==> config.mk <==
export PLATFORM = sky130hd
export DESIGN_NAME = slc3_control_fsm
export DESIGN_NICKNAME = d
export VERILOG_FILES = /design/src/rtl/slc3_control_fsm.sv
export SDC_FILE = /design/constraint.sdc
export NUM_CORES = 1
export LEC_CHECK = 0
export BUFFER_PORTS_ARGS = -buffer_cell sky130_fd_sc_hd__buf_2
export CAP_MARGIN = 25
export CORE_ASPECT_RATIO = 1.4
export CORE_MARGIN = 8
export CORE_UTILIZATION = 30
export CTS_BUF_LIST = sky130_fd_sc_hd__clkbuf_16
export CTS_CLUSTER_SIZE = 16
export DETAILED_ROUTE_END_ITERATION = 8
export PLACE_DENSITY = 0.48
export SLEW_MARGIN = 20
export SYNTH_ARGS = -nofsm -noshare
export SYNTH_HDL_FRONTEND = slang
export SYNTH_SLANG_ARGS = --single-unit
==> constraint.sdc <==
create_clock -name clk -period 1.9 [get_ports clk]
set_input_delay 0.38 -clock clk [delete_from_list [all_inputs] [get_ports clk]]
set_output_delay 0.38 -clock clk [all_outputs]
set_load 0.02 [all_outputs]
==> src/rtl/slc3_control_fsm.sv <==
// slc3_control_fsm: fetch/decode/execute sequencer for the SLC-3 CPU.
// Drives every datapath load, bus gate and mux select, plus the memory strobes.
// Memory accesses last exactly MEM_WAIT cycles (legal range 1..15).
// Optional feature macro: SLC3_PAUSE_EN. When it is defined, opcode 1101 is
// PAUSE (LED load followed by a Continue press-and-release). When it is not
// defined, 1101 executes as a NOP and LD_LED is tied low.
module slc3_control_fsm #(
    parameter int MEM_WAIT = 2
) (
    input  logic       clk,
    input  logic       reset,
    input  logic       Run,
    input  logic       Continue,
    input  logic [3:0] Opcode,
    input  logic       IR_5,
    input  logic       IR_11,
    input  logic       BEN,
    output logic       LD_MAR,
    output logic       LD_MDR,
    output logic       LD_IR,
    output logic       LD_BEN,
    output logic       LD_CC,
    output logic       LD_REG,
    output logic       LD_PC,
    output logic       LD_LED,
    output logic       GatePC,
    output logic       GateMDR,
    output logic       GateALU,
    output logic       GateMARMUX,
    output logic [1:0] PCMUX,
    output logic       DRMUX,
    output logic       SR1MUX,
    output logic       SR2MUX,
    output logic       ADDR1MUX,
    output logic [1:0] ADDR2MUX,
    output logic [1:0] ALUK,
    output logic       Mem_OE,
    output logic       Mem_WE
);

    typedef enum logic [4:0] {
        HALTED, FETCH1, FETCH2, FETCH3, DECODE,
        EX_ADD, EX_AND, EX_NOT,
        BR0, BR1, EX_JMP,
        JSR0, JSR1, JSRR,
        LDR0, LDR1, LDR2,
        STR0, STR1, STR2
`ifdef SLC3_PAUSE_EN
        , PAUSE1, PAUSE2, PAUSE3
`endif
    } state_t;

    localparam logic [3:0] WAIT_LAST = 4'(MEM_WAIT - 1);

    state_t     state;
    logic [3:0] wait_cnt;
    logic       mem_done;

`ifndef SLC3_PAUSE_EN
    // Continue only matters to the PAUSE states, which are absent in this build.
    logic unused_continue;
    assign unused_continue = Continue;
`endif

    assign mem_done = (wait_cnt == WAIT_LAST);

    // State register and wait counter. The counter is cleared on every cycle
    // that does not stay inside a memory-wait state, so it is always zero on
    // entry to FETCH2, LDR1 and STR2.
    always_ff @(posedge clk) begin
        if (reset) begin
            state    <= HALTED;
            wait_cnt <= '0;
        end else begin
            wait_cnt <= '0;
            case (state)
                HALTED: if (Run) state <= FETCH1;
                FETCH1: state <= FETCH2;
                FETCH2: begin
                    if (mem_done) state <= FETCH3;
                    else          wait_cnt <= wait_cnt + 4'd1;
                end
                FETCH3: state <= DECODE;
                DECODE: begin
                    case (Opcode)
                        4'b0001: state <= EX_ADD;
                        4'b0101: state <= EX_AND;
                        4'b1001: state <= EX_NOT;
                        4'b0000: state <= BR0;
                        4'b1100: state <= EX_JMP;
                        4'b0100: state <= JSR0;
                        4'b0110: state <= LDR0;
                        4'b0111: state <= STR0;
`ifdef SLC3_PAUSE_EN
                        4'b1101: state <= PAUSE1;
`endif
                        default: state <= FETCH1;
                    endcase
                end
                BR0:  state <= BEN ? BR1 : FETCH1;
                JSR0: state <= IR_11 ? JSR1 : JSRR;
                LDR0: state <= LDR1;
                LDR1: begin
                    if (mem_done) state <= LDR2;
                    else          wait_cnt <= wait_cnt + 4'd1;
                end
                STR0: state <= STR1;
                STR1: state <= STR2;
                STR2: begin
                    if (mem_done) state <= FETCH1;
                    else          wait_cnt <= wait_cnt + 4'd1;
                end
`ifdef SLC3_PAUSE_EN
                PAUSE1: state <= PAUSE2;
                PAUSE2: if (Continue)  state <= PAUSE3;
                PAUSE3: if (!Continue) state <= FETCH1;
`endif
                EX_ADD, EX_AND, EX_NOT, BR1, EX_JMP, JSR1, JSRR, LDR2:
                    state <= FETCH1;
                default: state <= HALTED;
            endcase
        end
    end

    // Moore output decode: every control line defaults low, and each state
    // raises only the lines it needs.
    always_comb begin
        LD_MAR = 1'b0; LD_MDR = 1'b0; LD_IR = 1'b0; LD_BEN = 1'b0;
        LD_CC = 1'b0; LD_REG = 1'b0; LD_PC = 1'b0; LD_LED = 1'b0;
        GatePC = 1'b0; GateMDR = 1'b0; GateALU = 1'b0; GateMARMUX = 1'b0;
        PCMUX = 2'b00; DRMUX = 1'b0; SR1MUX = 1'b0; SR2MUX = 1'b0;
        ADDR1MUX = 1'b0; ADDR2MUX = 2'b00; ALUK = 2'b00;
        Mem_OE = 1'b0; Mem_WE = 1'b0;
        case (state)
            FETCH1: begin
                GatePC = 1'b1; LD_MAR = 1'b1; LD_PC = 1'b1; PCMUX = 2'b00;
            end
            FETCH2, LDR1: begin
                Mem_OE = 1'b1;
                LD_MDR = mem_done;
            end
            FETCH3: begin
                GateMDR = 1'b1; LD_IR = 1'b1;
            end
            DECODE: LD_BEN = 1'b1;
            EX_ADD, EX_AND: begin
                GateALU = 1'b1; LD_REG = 1'b1; LD_CC = 1'b1;
                SR1MUX = 1'b1; SR2MUX = IR_5;
                ALUK = (state == EX_AND) ? 2'b01 : 2'b00;
            end
            EX_NOT: begin
                GateALU = 1'b1; LD_REG = 1'b1; LD_CC = 1'b1;
                SR1MUX = 1'b1; ALUK = 2'b10;
            end
            BR1: begin
                LD_PC = 1'b1; PCMUX = 2'b10; ADDR1MUX = 1'b0; ADDR2MUX = 2'b10;
            end
            EX_JMP, JSRR: begin
                LD_PC = 1'b1; PCMUX = 2'b10; ADDR1MUX = 1'b1; ADDR2MUX = 2'b00;
                SR1MUX = 1'b1;
            end
            JSR0: begin
                // R7 <- PC happens here, before the PC update in JSR1/JSRR.
                GatePC = 1'b1; LD_REG = 1'b1; DRMUX = 1'b1;
            end
            JSR1: begin
                LD_PC = 1'b1; PCMUX = 2'b10; ADDR1MUX = 1'b0; ADDR2MUX = 2'b11;
            end
            LDR0, STR0: begin
                GateMARMUX = 1'b1; LD_MAR = 1'b1;
                ADDR1MUX = 1'b1; ADDR2MUX = 2'b01; SR1MUX = 1'b1;
            end
            LDR2: begin
                GateMDR = 1'b1; LD_REG = 1'b1; LD_CC = 1'b1;
            end
            STR1: begin
                GateALU = 1'b1; LD_MDR = 1'b1; ALUK = 2'b11; SR1MUX = 1'b0;
            end
            STR2: Mem_WE = 1'b1;
`ifdef SLC3_PAUSE_EN
            PAUSE1: LD_LED = 1'b1;
`endif
            default: ;
        endcase
    end

endmodule

==> qor.yml, run 1 <==
drive_above_1_share: 0.376
nets: 215
dp_slack_ns: 0.0799
setup_viol: 3
synth_edf_count: 0
netSwitchingPower_mw: 0.680
cp.arrival_ns: 1.55
dp_hpwl_um: 2670
period_share: 1.01
nFillCells: 358
critPathCaptureType: "output port"
crit_fanout: 3
holdWs_ns: 0.343
io_pins: 35
final.setup_skew_ns: 0.00197
die-width_um: 67.5
port_buffers: 31
status: "finished, violations left"
maxCapViolCount: 0
rsz0062_at_grt: "true"
critPathMaxStageDelay_ns: 0.39
fmax_mhz: 519
hold_path_class: "input pin to register"
placed_area_um2: 1350
layout_commonest_cell: "buf_2"
synthFlopType: "dfxtp_1"
synthToLayoutAreaGrowth_pct: 42.1
synth.distinct_cells: 47
ant_nets: 0
antenna_found_initial: 0
row_count: 26
wl_um: 3540
failed_checks: "negative setup slack"
clkPwrFrac: 0.232
insertion_delay_ns: 0.23
cts_htree_levels: 1
vias_per_cell: 5.20
drv_slew: 0
clk_pin_slew_ns: 0.04
grt_use_total: 0.118
swShare: 0.430
coreArea_um2: 3610
p_total_mw: 1.58
ys_seq_area_frac: 0.162
cts_hold_buf: 0
cts_tree: "done"
hold_violations: 0
ys_async_sr_fraction: 0
numCtsBuffers: 3
ys_seq_elements: 9
overflow: 0
p_per_area_nw_per_um2: 998
clockBufferDepth: 2
ir_worst_vdd_v: 0.000420
worstPathCellList: "or3b_4 -> or3_4 -> o21ai_2 -> buf_6"
drt-wirelength-per-cell_um: 14.8
fin_ws_ns: -0.0280
crit_required_ns: 1.52
p_int_mw: 0.900
vias: 1243
numClockSinks: 9
start_util: 0.308
place_congestion: 0.825
crit_slowest_cell: "or3b_4"
ys_warn_count: 0
grt_max_degree: 30
clockRootBuffer: "clkbuf_16"
final_util: 0.438
grt_pass1_wl_um: 5620
seq_power_share: 0.166
stdcell_area_um2: 1580
mostFrequentLayoutCells: "27 x buf_2, 17 x nor2_1, 11 x nand2_1, 11 x buf_4, 10 x a21oi_1"
min_period_ns: 1.93
die_y_um: 88.1
start_kind: "register"
drt_iter0_drc: 47
drt_pass1_iterations: 4
grt_pass1_vias: 1214
synth_area_um2: 1110
p_leak_nw: 0.731
die_area_um2: 5940
critPathKind: "register to output port"
power_frac_comb: 0.603
syn_inst: 161
synth_area_per_cell_um2: 6.92
diodes: 0
drc: 0
[power by group through the flow]
stage / combinational, mW / clock, mW / sequential, mW
after global placement: 0.840 / 0 / 0.241
final: 0.952 / 0.366 / 0.262
after floorplan: 0.621 / 0 / 0.242
after CTS: 0.869 / 0.370 / 0.247
after detailed placement: 0.847 / 0 / 0.245
after global routing: 1.04 / 0.387 / 0.266
[metal layers]
layer	vias to the layer above	routed length [µm]	track usage
met3	2	233	0.0294
met4	0	20	0.0382
met2	33	1720	0.196
li1	632	-	-
met1	576	1560	0.142
met5	-	0	0
[flip-flops by register name, indices dropped and copies added, names as in the netlist]
signal and count:
wait_cnt 4, state 5
[Yosys cell counts, drive strengths merged, types with 2 or more instances]
cell type	number	area, µm²
a21o	2	15.0
a21oi	11	58.8
a22o	3	26.3
and3	2	12.5
buf	15	82.6
dfxtp	9	180
ha	6	75.1
inv	8	30.0
mux2	2	22.5
nand2	12	45.0
nand2b	5	31.3
nand3	8	40.0
nor2	19	71.3
nor2b	6	37.5
nor3	5	25.0
nor3b	4	30.0
o211ai	2	15.0
o21ai	8	40.0
o22ai	2	12.5
o2bb2ai	2	17.5
or2	2	12.5
or3	2	12.5
xnor2	3	26.3
xor2	4	35.0
[worst paths after layout]
kind,cells after the start,startpoint,end,slack [ns]
setup / recovery,4,state[4]$_SDFFE_PP0P_,ADDR1MUX,-0.03
hold / removal,2,reset,state[3]$_SDFFE_PP0P_,0.34
setup reg to reg,6,state[2]$_SDFFE_PP0P_,state[0]$_SDFFE_PP0P_,0.27
hold reg to reg,1,wait_cnt[0]$_SDFF_PP0_,wait_cnt[0]$_SDFF_PP0_,0.44
[stage by stage]
stage | TNS (ns) | std cells
after floorplan | 0 | 162
after global placement | 0 | 232
after detailed placement | 0 | 232
after CTS | -0.0145 | 236
after global routing | -0.212 | 239
final | -0.0706 | 239
[critical path: cells and delay by family, from the launching register on]
kind / cells / cell delay (ns)
and+or+nand+nor: 2 / 0.75
buffers and inverters: 1 / 0.13
AOI/OAI and AO/OA: 1 / 0.08
DFF: 1 / 0.35
[layout make-up]
type / instances / area (µm²) / area share
Multi-Input combinational cell: 130 / 878 / 0.555
Timing Repair Buffer: 46 / 348 / 0.220
Sequential cell: 9 / 195 / 0.123
Clock buffer: 3 / 75.1 / 0.0474
Tap cell: 42 / 52.6 / 0.0332
Inverter: 8 / 30.0 / 0.0190
Clock inverter: 1 / 3.75 / 0.00237
[what timing repair did]
action                                  4_1_cts  5_1_grt
gates resized for setup                      18       25
endpoints found under the setup margin       10       13
gates cloned                                  0        1
pin swaps                                     0        3
setup buffers                                 0        2
[cell families (layout without fill, tap and decap cells)]
family          count (synthesis)  after routing  synth area share
compound gates                 40             40             0.245
buf+inv                        23             58             0.101
fa+ha+maj                       6              6            0.0674
other cells                     1              2           0.00337
flops                           9              9             0.162
mux                             3              3            0.0292
xor+xnor                        7              7            0.0551
simple gates                   72             72             0.337
Power figures use the tool's default switching activity.
==> inputs of run 2 (changes only) <==
Settings changed: CTS_BUF_LIST sky130_fd_sc_hd__clkbuf_16 to sky130_fd_sc_hd__clkbuf_4.
==> run 2 against run 1 <==
Net effect:
- the run still ends with negative setup slack left
- power down 7.8%
- combinational power up 8%
- critical path type unchanged
- via count up 1.4%
- worst setup slack worse by 0.042 ns
- highest routed layer unchanged
==> qor.yml, run 2 (same netlist as run 1, synthesis figures left out) <==
nFillCells: 366  # +2.2%
rr_worst_depth: 6  # unchanged
layout_commonest_cell: "buf_2"
final.setup_skew_ns: 0.00877  # +0.00680 ns
largest_reg_flops: 5  # unchanged
vias_per_cell: 5.27  # +1.4%
grtUsageMet1: 0.142  # +0.000730
whs_path_depth: 2  # unchanged
setup_viol: 3  # unchanged
row_count: 26  # unchanged
coreArea_um2: 3610  # unchanged
ir_worst_vdd_v: 0.000372  # -11%
fin_tns_setup_ns: -0.197  # -0.126 ns
dp.cells: 232  # unchanged
grt_max_degree: 30  # unchanged
power_frac_comb: 0.707  # +0.104
status: "finished, violations left"
start_util: 0.308  # unchanged
cts_htree_levels: 1  # unchanged
swShare: 0.469  # +0.0387
placed_area_um2: 1350  # unchanged
stdcell_area_um2: 1590  # +0.32%
use_met2: 0.200  # +0.00346
grt_pass1_vias: 1205  # -0.74%
p_int_mw: 0.774  # -14%
drt_iter0_drc: 82  # +74%
mostFrequentLayoutCells: "22 x buf_2, 15 x nor2_1, 14 x buf_4, 10 x nand2_1, 9 x a21oi_1"
critPathCaptureType: "output port"
die_y_um: 88.1  # unchanged
drive_above_1_share: 0.406  # +0.0305
fmax_mhz: 508  # -2.1%
holdCritStartpoint: "reset"
grt_use_total: 0.119  # +0.00152
period_share: 1.04  # +0.0222
hold_end: "state[3]$_SDFFE_PP0P_"
drc: 0  # unchanged
hold_path_class: "input pin to register"
drv_slew: 0  # unchanged
rsz0062_at_grt: "true"
numClockSinks: 9  # unchanged
clockBufferDepth: 2  # unchanged
drt_pass1_iterations: 4  # unchanged
nets: 215  # unchanged
maxCapViolCount: 0  # unchanged
clkPwrFrac: 0.113  # -0.119
seq_power_share: 0.180  # +0.014
wl_um: 3510  # -0.96%
timing.rr.start: "state[2]$_SDFFE_PP0P_"
use_met3: 0.0282  # -0.00128
ant_nets: 0  # unchanged
final_cells: 239  # unchanged
antenna_found_initial: 0  # unchanged
vias: 1260  # +1.4%
overflow: 0  # unchanged
insertion_delay_ns: 0.27  # +0.04 ns
critPathKind: "register to output port"
place_congestion: 0.825  # unchanged
r2r_slack_ns: 0.26  # about the same
grt_pass1_wl_um: 5670  # +0.98%
start_kind: "register"
r2r_end: "state[0]$_SDFFE_PP0P_"
cp.arrival_ns: 1.59  # +0.04 ns
holdWs_ns: 0.301  # -0.0423 ns
die_area_um2: 5940  # unchanged
dp_hpwl_um: 2670  # unchanged
synthToLayoutAreaGrowth_pct: 42.6
crit_fanout: 3  # unchanged
port_buffers: 31  # unchanged
grt-busiest-layer: "met2"
io_pins: 35  # unchanged
netSwitchingPower_mw: 0.683  # +0.47%
drt-wirelength-per-cell_um: 14.7  # -0.96%
p_per_area_nw_per_um2: 917  # -8.1%
diodes: 0  # unchanged
p_total_mw: 1.46  # -7.8%
top_regs: "state (5), wait_cnt (4)"
largest_register: "state"
crit_required_ns: 1.52  # about the same
p_leak_nw: 0.717  # -1.9%
cts_tree: "done"
numCtsBuffers: 3  # unchanged
clockRootBuffer: "clkbuf_4"
cts_hold_buf: 0  # unchanged
fin_ws_ns: -0.0701  # -0.0421 ns
failed_checks: "negative setup slack"
hold_violations: 0  # unchanged
die-width_um: 67.5  # unchanged
min_period_ns: 1.97  # +0.0421 ns
clk_pin_slew_ns: 0.06  # +0.02 ns
run 2: cell types whose count changed in the layout (fill, tap and decap cells not counted), moves of 2 or more:
cell / previous run / this run
buf_2: 27 / 22
clkbuf_4: 0 / 4
buf_4: 11 / 14
clkbuf_16: 4 / 1
nor2_1: 17 / 15
run 2: worst max path at each step:
stage	startpoint	slack (ns)	cells after the start	to
3_5_place_dp	state[2]$_SDFFE_PP0P_	0.08	4	ADDR1MUX
6_report	state[4]$_SDFFE_PP0P_	-0.07	4	ADDR1MUX
3_3_place_gp	state[2]$_SDFFE_PP0P_	0.10	4	ADDR1MUX
5_1_grt	state[4]$_SDFFE_PP0P_	-0.12	4	ADDR1MUX
4_1_cts	state[4]$_SDFFE_PP0P_	-0.06	4	ADDR2MUX[0]
2_1_floorplan	wait_cnt[0]$_SDFF_PP0_	0.01	4	LD_MDR
run 2: worst max-delay path: stages (launching register included):
cell and delay, ns:
dfxtp_2 0.36, or3b_4 0.39, or3_4 0.36, o21ai_2 0.08, buf_6 0.13
run 2: per-stage QoR:
stage | util | worst slack, ns
final | 0.440 | -0.0701
after global routing | 0.440 | -0.123
after CTS | 0.401 | -0.0586
after detailed placement | 0.372 | 0.0799
after global placement | 0.372 | 0.103
after floorplan | - | 0.0149
run 2: layout make-up:
| type | instances | area (µm²) | area share |
|---|---|---|---|
| well taps | 42 | 52.6 | 0.0331 |
| clock buffers | 4 | 30.0 | 0.0189 |
| repair buffers | 46 | 372 | 0.234 |
| inverters | 8 | 30.0 | 0.0189 |
| flip-flops and latches | 9 | 195 | 0.123 |
| multi-input cells | 130 | 908 | 0.572 |
run 2: power groups by stage:
stage / logic (mW) / registers [mW] / clock network (mW)
finish: 1.03 / 0.263 / 0.164
floorplan: 0.621 / 0.242 / 0
global placement: 0.840 / 0.241 / 0
global route: 1.12 / 0.266 / 0.186
CTS: 0.891 / 0.244 / 0.171
detailed placement: 0.847 / 0.245 / 0
run 2: repair_timing:
item | CTS | global route
endpoints found under the setup margin | 18 | 20
resized for setup | 25 | 35
gates cloned | 0 | 1
pin swaps | 0 | 5
buffers inserted | 1 | 1
run 2: per-layer routing:
metal | wire length, µm | vias to the layer above
met4 | 38 | 0
met5 | 0 | -
met1 | 1560 | 592
li1 | - | 634
met3 | 232 | 3
met2 | 1670 | 31
